--- src/rtl/cpu1_memory_arbiter_pkg.sv ---
// Shared constants for the CPU1 program/data RAM arbiter.
// Default bus geometry for the 1024x32 single-port RAM and the requester ids.
package cpu1_memory_arb_pkg;
  localparam int ADDR_W = 10;
  localparam int DATA_W = 32;
  localparam int BE_W   = DATA_W / 8;
  localparam int CNT_W  = 16;

  localparam logic PORT_CPU = 1'b0;
  localparam logic PORT_LOG = 1'b1;
endpackage

--- src/rtl/cpu1_memory_arbiter_if.sv ---
// Pipelined Avalon-MM requester bundle, one instance per arbiter port.
//   master : requester side (drives address/byteenable/read/write/writedata)
//   slave  : arbiter side   (drives waitrequest/readdata/readdatavalid)
interface cpu1_memory_arbiter_if
  import cpu1_memory_arb_pkg::*;
#(
  parameter int A_W = ADDR_W,
  parameter int D_W = DATA_W,
  parameter int B_W = BE_W
);
  logic [A_W-1:0] address;
  logic [B_W-1:0] byteenable;
  logic           read;
  logic           write;
  logic [D_W-1:0] writedata;
  logic           waitrequest;
  logic [D_W-1:0] readdata;
  logic           readdatavalid;

  modport master (
    output address, byteenable, read, write, writedata,
    input  waitrequest, readdata, readdatavalid
  );

  modport slave (
    input  address, byteenable, read, write, writedata,
    output waitrequest, readdata, readdatavalid
  );
endinterface

--- src/rtl/cpu1_memory_arbiter_rr_grant.sv ---
// Two-way round-robin grant with a one-bit priority pointer.
//   clk, reset_n : clock, async active-low reset
//   hold         : suppresses all grants
//   req[1:0]     : per-port request
//   grant_valid  : a port is granted this cycle (combinational)
//   grant_id     : which port is granted
module cpu1_memory_rr_grant
  import cpu1_memory_arb_pkg::*;
(
  input  logic       clk,
  input  logic       reset_n,
  input  logic       hold,
  input  logic [1:0] req,
  output logic       grant_valid,
  output logic       grant_id
);
  logic rr_ptr;

  always_comb begin
    grant_valid = 1'b0;
    grant_id    = rr_ptr;
    if (reset_n && !hold) begin
      case (req)
        2'b01:   begin grant_valid = 1'b1; grant_id = PORT_CPU; end
        2'b10:   begin grant_valid = 1'b1; grant_id = PORT_LOG; end
        2'b11:   begin grant_valid = 1'b1; grant_id = rr_ptr;   end
        default: ;
      endcase
    end
  end

  // Pointer moves only on an accepted transfer, favouring the other port.
  always_ff @(posedge clk or negedge reset_n) begin
    if (!reset_n) rr_ptr <= PORT_CPU;
    else if (grant_valid) rr_ptr <= ~grant_id;
  end
endmodule

--- src/rtl/cpu1_memory_arbiter.sv ---
// Round-robin arbiter sharing the single-port 1024x32 RAM between the CPU
// data master (p0) and the alarm-event logger/DMA (p1).
//   clk, reset_n       : clock, async active-low reset
//   hold               : parks the RAM (no grants, mem_clken=0)
//   p0, p1             : requester buses (slave modport)
//   mem_*              : RAM address/byteenable/chipselect/write/writedata/clken,
//                        mem_readdata returned one cycle after the address
//   p0_count, p1_count : saturating accepted-transfer counters
//   protocol_err       : sticky, read and write seen together on a port
module cpu1_memory_arbiter
  import cpu1_memory_arb_pkg::*;
#(
  parameter int ADDR_W = cpu1_memory_arb_pkg::ADDR_W,
  parameter int DATA_W = cpu1_memory_arb_pkg::DATA_W,
  parameter int BE_W   = cpu1_memory_arb_pkg::BE_W,
  parameter int CNT_W  = cpu1_memory_arb_pkg::CNT_W
)(
  input  logic                  clk,
  input  logic                  reset_n,
  input  logic                  hold,
  cpu1_memory_arbiter_if.slave  p0,
  cpu1_memory_arbiter_if.slave  p1,
  output logic [ADDR_W-1:0]     mem_address,
  output logic [BE_W-1:0]       mem_byteenable,
  output logic                  mem_chipselect,
  output logic                  mem_write,
  output logic [DATA_W-1:0]     mem_writedata,
  output logic                  mem_clken,
  input  logic [DATA_W-1:0]     mem_readdata,
  output logic [CNT_W-1:0]      p0_count,
  output logic [CNT_W-1:0]      p1_count,
  output logic                  protocol_err
);
  logic [1:0]        req;
  logic              grant_valid, grant_id;
  logic              gnt0, gnt1;
  logic              sel_read, sel_write;
  logic [ADDR_W-1:0] sel_addr, addr_q;
  logic [DATA_W-1:0] sel_wdata, wdata_q;
  logic [BE_W-1:0]   sel_be, be_q;
  logic              rd_accept, rd_pend, rd_owner;
  logic              rvalid0, rvalid1;
  logic [DATA_W-1:0] rdata0_q, rdata1_q;

  assign req = {p1.read | p1.write, p0.read | p0.write};

  cpu1_memory_rr_grant u_grant (
    .clk         (clk),
    .reset_n     (reset_n),
    .hold        (hold),
    .req         (req),
    .grant_valid (grant_valid),
    .grant_id    (grant_id)
  );

  assign gnt0 = grant_valid & (grant_id == PORT_CPU);
  assign gnt1 = grant_valid & (grant_id == PORT_LOG);

  assign sel_read  = grant_id ? p1.read       : p0.read;
  assign sel_write = grant_id ? p1.write      : p0.write;
  assign sel_addr  = grant_id ? p1.address    : p0.address;
  assign sel_wdata = grant_id ? p1.writedata  : p0.writedata;
  assign sel_be    = sel_write ? (grant_id ? p1.byteenable : p0.byteenable)
                               : {BE_W{1'b1}};

  // RAM registers its own inputs, so the mux feeds it directly; when idle the
  // last granted values are replayed to keep the RAM inputs quiet.
  assign mem_chipselect = grant_valid;
  assign mem_write      = grant_valid & sel_write;
  assign mem_address    = grant_valid ? sel_addr  : addr_q;
  assign mem_writedata  = grant_valid ? sel_wdata : wdata_q;
  assign mem_byteenable = grant_valid ? sel_be    : be_q;
  assign mem_clken      = reset_n & ~hold;

  assign p0.waitrequest = ~reset_n | (req[0] & ~gnt0) | hold;
  assign p1.waitrequest = ~reset_n | (req[1] & ~gnt1) | hold;

  // Read+write together is executed as a write only.
  assign rd_accept = grant_valid & sel_read & ~sel_write;

  assign rvalid0 = rd_pend & (rd_owner == PORT_CPU);
  assign rvalid1 = rd_pend & (rd_owner == PORT_LOG);
  assign p0.readdatavalid = rvalid0;
  assign p1.readdatavalid = rvalid1;
  assign p0.readdata = rvalid0 ? mem_readdata : rdata0_q;
  assign p1.readdata = rvalid1 ? mem_readdata : rdata1_q;

  always_ff @(posedge clk or negedge reset_n) begin
    if (!reset_n) begin
      addr_q       <= '0;
      wdata_q      <= '0;
      be_q         <= '0;
      rd_pend      <= 1'b0;
      rd_owner     <= PORT_CPU;
      rdata0_q     <= '0;
      rdata1_q     <= '0;
      p0_count     <= '0;
      p1_count     <= '0;
      protocol_err <= 1'b0;
    end else begin
      if (grant_valid) begin
        addr_q  <= sel_addr;
        wdata_q <= sel_wdata;
        be_q    <= sel_be;
      end
      rd_pend <= rd_accept;
      if (rd_accept) rd_owner <= grant_id;
      if (rvalid0) rdata0_q <= mem_readdata;
      if (rvalid1) rdata1_q <= mem_readdata;
      if (gnt0 && p0_count != {CNT_W{1'b1}}) p0_count <= p0_count + 1'b1;
      if (gnt1 && p1_count != {CNT_W{1'b1}}) p1_count <= p1_count + 1'b1;
      if ((p0.read & p0.write) | (p1.read & p1.write)) protocol_err <= 1'b1;
    end
  end
endmodule

--- src/flat_wrapper.sv ---
// flat-port wrapper written by rule: the top's interface ports become plain ports
module cpu1_memory_arbiter_flat import cpu1_memory_arb_pkg::*;
#(
  parameter int ADDR_W = cpu1_memory_arb_pkg::ADDR_W,
  parameter int DATA_W = cpu1_memory_arb_pkg::DATA_W,
  parameter int BE_W   = cpu1_memory_arb_pkg::BE_W,
  parameter int CNT_W  = cpu1_memory_arb_pkg::CNT_W
)
  (clk, reset_n, hold, mem_address, mem_byteenable, mem_chipselect, mem_write, mem_writedata, mem_clken, mem_readdata, p0_count, p1_count, protocol_err, p0_address, p0_byteenable, p0_read, p0_write, p0_writedata, p0_waitrequest, p0_readdata, p0_readdatavalid, p1_address, p1_byteenable, p1_read, p1_write, p1_writedata, p1_waitrequest, p1_readdata, p1_readdatavalid);
  cpu1_memory_arbiter_if p0_i ();
  cpu1_memory_arbiter_if p1_i ();
  input  logic clk;
  input  logic reset_n;
  input  logic hold;
  output logic [ADDR_W-1:0] mem_address;
  output logic [BE_W-1:0] mem_byteenable;
  output logic mem_chipselect;
  output logic mem_write;
  output logic [DATA_W-1:0] mem_writedata;
  output logic mem_clken;
  input  logic [DATA_W-1:0] mem_readdata;
  output logic [CNT_W-1:0] p0_count;
  output logic [CNT_W-1:0] p1_count;
  output logic protocol_err;
  input wire logic [$bits(p0_i.address)-1:0] p0_address;
  input wire logic [$bits(p0_i.byteenable)-1:0] p0_byteenable;
  input wire logic [$bits(p0_i.read)-1:0] p0_read;
  input wire logic [$bits(p0_i.write)-1:0] p0_write;
  input wire logic [$bits(p0_i.writedata)-1:0] p0_writedata;
  output wire logic [$bits(p0_i.waitrequest)-1:0] p0_waitrequest;
  output wire logic [$bits(p0_i.readdata)-1:0] p0_readdata;
  output wire logic [$bits(p0_i.readdatavalid)-1:0] p0_readdatavalid;
  input wire logic [$bits(p1_i.address)-1:0] p1_address;
  input wire logic [$bits(p1_i.byteenable)-1:0] p1_byteenable;
  input wire logic [$bits(p1_i.read)-1:0] p1_read;
  input wire logic [$bits(p1_i.write)-1:0] p1_write;
  input wire logic [$bits(p1_i.writedata)-1:0] p1_writedata;
  output wire logic [$bits(p1_i.waitrequest)-1:0] p1_waitrequest;
  output wire logic [$bits(p1_i.readdata)-1:0] p1_readdata;
  output wire logic [$bits(p1_i.readdatavalid)-1:0] p1_readdatavalid;
  assign p0_i.address = p0_address;
  assign p0_i.byteenable = p0_byteenable;
  assign p0_i.read = p0_read;
  assign p0_i.write = p0_write;
  assign p0_i.writedata = p0_writedata;
  assign p0_waitrequest = p0_i.waitrequest;
  assign p0_readdata = p0_i.readdata;
  assign p0_readdatavalid = p0_i.readdatavalid;
  assign p1_i.address = p1_address;
  assign p1_i.byteenable = p1_byteenable;
  assign p1_i.read = p1_read;
  assign p1_i.write = p1_write;
  assign p1_i.writedata = p1_writedata;
  assign p1_waitrequest = p1_i.waitrequest;
  assign p1_readdata = p1_i.readdata;
  assign p1_readdatavalid = p1_i.readdatavalid;
  cpu1_memory_arbiter #(.ADDR_W(ADDR_W), .DATA_W(DATA_W), .BE_W(BE_W), .CNT_W(CNT_W)) u_core (.clk(clk), .reset_n(reset_n), .hold(hold), .p0(p0_i), .p1(p1_i), .mem_address(mem_address), .mem_byteenable(mem_byteenable), .mem_chipselect(mem_chipselect), .mem_write(mem_write), .mem_writedata(mem_writedata), .mem_clken(mem_clken), .mem_readdata(mem_readdata), .p0_count(p0_count), .p1_count(p1_count), .protocol_err(protocol_err));
endmodule
--- config.mk ---
export PLATFORM = sky130hd
export DESIGN_NAME = cpu1_memory_arbiter_flat
export DESIGN_NICKNAME = d
export VERILOG_FILES = /design/src/rtl/cpu1_memory_arbiter_pkg.sv /design/src/rtl/cpu1_memory_arbiter_if.sv /design/src/rtl/cpu1_memory_arbiter_rr_grant.sv /design/src/rtl/cpu1_memory_arbiter.sv /design/src/flat_wrapper.sv
export SDC_FILE = /design/constraint.sdc
export NUM_CORES = 1
export LEC_CHECK = 0
export ABC_AREA = 1
export CAP_MARGIN = 40
export CORE_UTILIZATION = 43
export DETAILED_ROUTE_END_ITERATION = 6
export PLACE_DENSITY = 0.78
export SYNTH_ARGS = -nofsm -noshare
export SYNTH_HDL_FRONTEND = slang
export SYNTH_SLANG_ARGS = --single-unit
--- constraint.sdc ---
create_clock -name clk -period 2.2 [get_ports clk]
set_input_delay 0.33 -clock clk [delete_from_list [all_inputs] [get_ports clk]]
set_output_delay 0.33 -clock clk [all_outputs]
set_load 0.02 [all_outputs]
==> summary.json <==
{
  "comb_power_share": {"value": 0.444},
  "dpl_cell_area": {"value": 9990, "unit": "um^2"},
  "start_util": {"value": 0.438},
  "worstSetupEndpointType": {"value": "primary output"},
  "cp_launch_type": {"value": "input port"},
  "cp-startpoint": {"value": "p0_read"},
  "timing.critical_path.arrival": {"value": 1950, "unit": "ps"},
  "synthXorXnorAreaFrac": {"value": 0.0317},
  "antenna_found_initial": {"value": 0},
  "timing.hold.worst.class": {"value": "input port to asynchronous set/reset pin"},
  "final-hold-violation-count": {"value": 0},
  "cts-root-buf": {"value": "clkbuf_16"},
  "synth.most_common_cell": {"value": "nand2_1"},
  "setup.worst_path.end": {"value": "mem_byteenable[3]"},
  "leakage_power": {"value": 5.49, "unit": "nW"},
  "coreArea": {"value": 15100, "unit": "um^2"},
  "place.detailed.hpwl": {"value": 14100, "unit": "um"},
  "synthSimpleGateAreaFrac": {"value": 0.208},
  "outcome": {"value": "complete, but fails checks"},
  "die_h": {"value": 126, "unit": "um"},
  "asyncSetResetFlopFracSynth": {"value": 1.00},
  "gr-usage-all-layers": {"value": 0.282},
  "clkLatencyLatePin": {"value": 420, "unit": "ps"},
  "synthesis.instances": {"value": 797},
  "ys_top_cells_by_area": {"value": "dfrtp_1 55%, nand2_1 12%, o21ai_0 11%"},
  "gp_congestion": {"value": 0.850},
  "filler_instances": {"value": 998},
  "grt_max_degree": {"value": 65},
  "drt_pass1_iterations": {"value": 7},
  "layout_worst_path_cycle_share": {"value": 1.04},
  "numCtsBuffers": {"value": 17},
  "area_leader_netlist": {"value": "dfrtp_1"},
  "power_frac_clock": {"value": 0.248},
  "crit_path_frequent_cell": {"value": "nand2_2"},
  "timing.critical_path.cells": {"value": "buf_2, inv_2, nand2_2, buf_4, buf_4, buf_4, nor2_2, nand2_2, nand2_4, nand2_2, nand2_2, nor2_4, buf_12, a21oi_4, buf_6"},
  "failed_checks": {"value": "negative setup slack"},
  "max_cap_viol_count": {"value": 0},
  "grt_pass1_vias": {"value": 6902},
  "part_of_the_yosys_area_used_for_sequential_elements": {"value": 0.550},
  "worst_pin_slew": {"value": 820, "unit": "ps"},
  "worst_clock_skew": {"value": 5.97, "unit": "ps"},
  "finish.utilization": {"value": 0.774},
  "worstSetupPathType": {"value": "input port to primary output"},
  "reg2reg_from": {"value": "u_core.u_grant.rr_ptr$_DFFE_PN0N_"},
  "muxShareOfSynthArea": {"value": 0},
  "power.net_switching": {"value": 4.71, "unit": "mW"},
  "rrSetupSlack": {"value": 240, "unit": "ps"},
  "crit-reg2reg-capture": {"value": "u_core.wdata_q[24]$_DFF_PN0_"},
  "cts.path.max_buffers": {"value": 2},
  "synth-main-ff-cell": {"value": "dfrtp_1"},
  "route.detailed.drc": {"value": 0},
  "area_delta_synth_final": {"value": 76.6, "unit": "%"},
  "synthesis.nets": {"value": 931},
  "slew_headroom": {"value": 0.453},
  "finalCriticalPeriod": {"value": 2280, "unit": "ps"},
  "num_ports": {"value": 281},
  "cp.required": {"value": 1870, "unit": "ps"},
  "grt.overflow.total": {"value": 0},
  "viasPerCell": {"value": 5.08},
  "routed_wirelength": {"value": 22800, "unit": "um"},
  "die_extent_in_x": {"value": 126, "unit": "um"},
  "worst-r2r-cell-count": {"value": 12},
  "clock_tree_from_tritoncts": {"value": "built"},
  "synth_compound_area_frac": {"value": 0.134},
  "ys_ff_latch": {"value": 146},
  "sequentialPowerShare": {"value": 0.308},
  "postRouteAntennaNets": {"value": 0},
  "grt_pass1_wl": {"value": 34900, "unit": "um"},
  "rsz0062_at_grt": {"value": "true"},
  "holdWs": {"value": 23.3, "unit": "ps"},
  "num_rows": {"value": 45},
  "crit_slowest_cell": {"value": "a21oi_4"},
  "slew_violations": {"value": 0},
  "number_of_enable_type_register_cells_in_the_synthesized_netlist": {"value": 0},
  "synth.cells.most_frequent": {"value": "221 x nand2_1, 146 x dfrtp_1, 140 x o21ai_0"},
  "synth_top_family_by_area": {"value": "simple AND/OR/NAND/NOR gates"},
  "power.switching_fraction": {"value": 0.364},
  "yosysWarnings": {"value": 0},
  "die_area": {"value": 15900, "unit": "um^2"},
  "synth_area": {"value": 6640, "unit": "um^2"},
  "wl_per_cell": {"value": 16.5, "unit": "um"},
  "port_buffers": {"value": 280},
  "internal_power": {"value": 8.22, "unit": "mW"},
  "num_vias": {"value": 6982},
  "final_design_area_no_fill": {"value": 11700, "unit": "um^2"},
  "finalSetupViolCount": {"value": 35},
  "worst-path-max-fanout": {"value": 4},
  "layout.nets": {"value": 1308},
  "path_clk_slew": {"value": 60, "unit": "ps"},
  "diodes": {"value": 0},
  "cts.htree.levels": {"value": 4},
  "fraction_of_the_mapped_netlist_area_in_adder_cells": {"value": 0.00566},
  "max-vdd-ir-drop": {"value": 0.000663, "unit": "V"},
  "ys_types": {"value": 27},
  "final_layout_size_suffix_gt1_frac": {"value": 0.297},
  "synthDominantCellAreaShare": {"value": 0.550},
  "power.density": {"value": 1100, "unit": "nW/um^2"},
  "clock_sinks": {"value": 146},
  "detail_route.iter0.violations": {"value": 403},
  "upper_clock_frequency_limit": {"value": 0.438, "unit": "GHz"},
  "critical-path-max-stage-delay": {"value": 180, "unit": "ps"},
  "final_critical_path_setup_slack": {"value": -82.6, "unit": "ps"},
  "mean_instance_size_in_the_synthesized_netlist": {"value": 8.33, "unit": "um^2"}
}
power by group through the flow:
stage	Combinational, mW	Sequential (mW)	Clock (mW)
global placement	5.09	3.98	0
global route	6.12	4.07	3.36
detailed placement	5.15	4.01	0
floorplan	2.37	4.10	0
finish	5.73	3.99	3.20
CTS	5.35	3.97	3.23
cell type report:
type                       count  area, um^2  area share
inverter                      71         282      0.0240
sequential                   146        3650       0.312
multi-input combinational    544        2980       0.255
clock buffer                  19         453      0.0386
tap                          188         235      0.0201
timing repair buffer         394        3910       0.333
clock inverter                13         208      0.0177
worst min-delay path by stage:
stage / startpoint / to / slack [ps] / depth (start not counted)
2_1_floorplan: reset_n / u_core.addr_q[0]$_DFF_PN0_ / 30 / 0
3_3_place_gp: reset_n / u_core.p1_count[1]$_DFFE_PN0P_ / 280 / 2
5_1_grt: reset_n / u_core.p1_count[9]$_DFFE_PN0P_ / 80 / 2
4_1_cts: reset_n / u_core.p1_count[6]$_DFFE_PN0P_ / 40 / 2
6_report: reset_n / u_core.p1_count[6]$_DFFE_PN0P_ / 20 / 2
3_5_place_dp: reset_n / u_core.p1_count[1]$_DFFE_PN0P_ / 280 / 2
state kept, by name, summed over array words and instances, names as in the netlist:
name                   flops
u_core.rdata0_q           32
u_core.rdata1_q           32
u_core.wdata_q            32
u_core.p0_count           16
u_core.p1_count           16
u_core.addr_q             10
u_core.be_q                4
u_core.protocol_err        1
u_core.rd_owner            1
u_core.rd_pend             1
u_core.u_grant.rr_ptr      1
metrics by stage:
step	power, mW	cells	setup slack, ps	TNS [ps]
after floorplan	6.47	797	38.3	0
after global routing	13.5	1375	-147	-3540
after CTS	12.6	1363	-35.0	-73.2
after detailed placement	9.16	1283	-1060	-60180
final	12.9	1375	-82.6	-1200
after global placement	9.07	1283	-1020	-53360
critical path, delay by kind of cell:
family	cells	cell delay, ps
AND/OR/NAND/NOR	7	580
buffers and inverters	7	840
AO/OA/AOI/OAI	1	180
cells by family (layout without fill, tap and decap cells):
logic type,Yosys count,after routing
XOR/XNOR,24,24
buffers and inverters,108,497
adder cells (fa/ha/maj),3,3
AND/OR/NAND/NOR,339,340
flip-flops,146,146
AO/OA/AOI/OAI,177,177
cells in the final DEF, fill, tap and decap left out, types with 3 or more instances in the layout:
master,n
o21ai_0,42
nor2_4,9
o21ai_2,50
inv_1,61
buf_12,10
o21ai_1,73
nand3_2,3
clkbuf_16,18
xnor2_1,6
nand2_2,8
clkbuf_2,7
inv_2,8
buf_6,37
clkinvlp_4,4
clkdlybuf4s15_1,9
dlygate4sd2_1,17
bufinv_16,5
buf_4,109
clkdlybuf4s15_2,32
clkdlybuf4s50_1,159
nand3_1,19
xor2_1,18
a21oi_4,4
nor2_2,16
nor2_1,52
nand4_1,3
dfrtp_1,146
nand2_4,5
o21ai_4,6
buf_16,4
nand2_1,212
nor3_1,8
timing repair:
| action | 4_1_cts | 5_1_grt |
|---|---|---|
| setup endpoints to repair | 114 | 94 |
| endpoints found under the hold margin | 34 | 0 |
| setup buffers | 44 | 15 |
| gates resized for setup | 514 | 176 |
| pin swaps | 32 | 37 |
| hold buffers | 1 | 0 |
| gates cloned | 7 | 1 |
routing by layer:
metal,global-route usage,vias to the layer above,wire [um]
li1,-,3303,-
met5,0,-,0
met1,0.332,3303,8700
met2,0.473,294,11500
met3,0.0748,82,1450
met4,0.148,0,1120
Power figures use the tool's default switching activity.
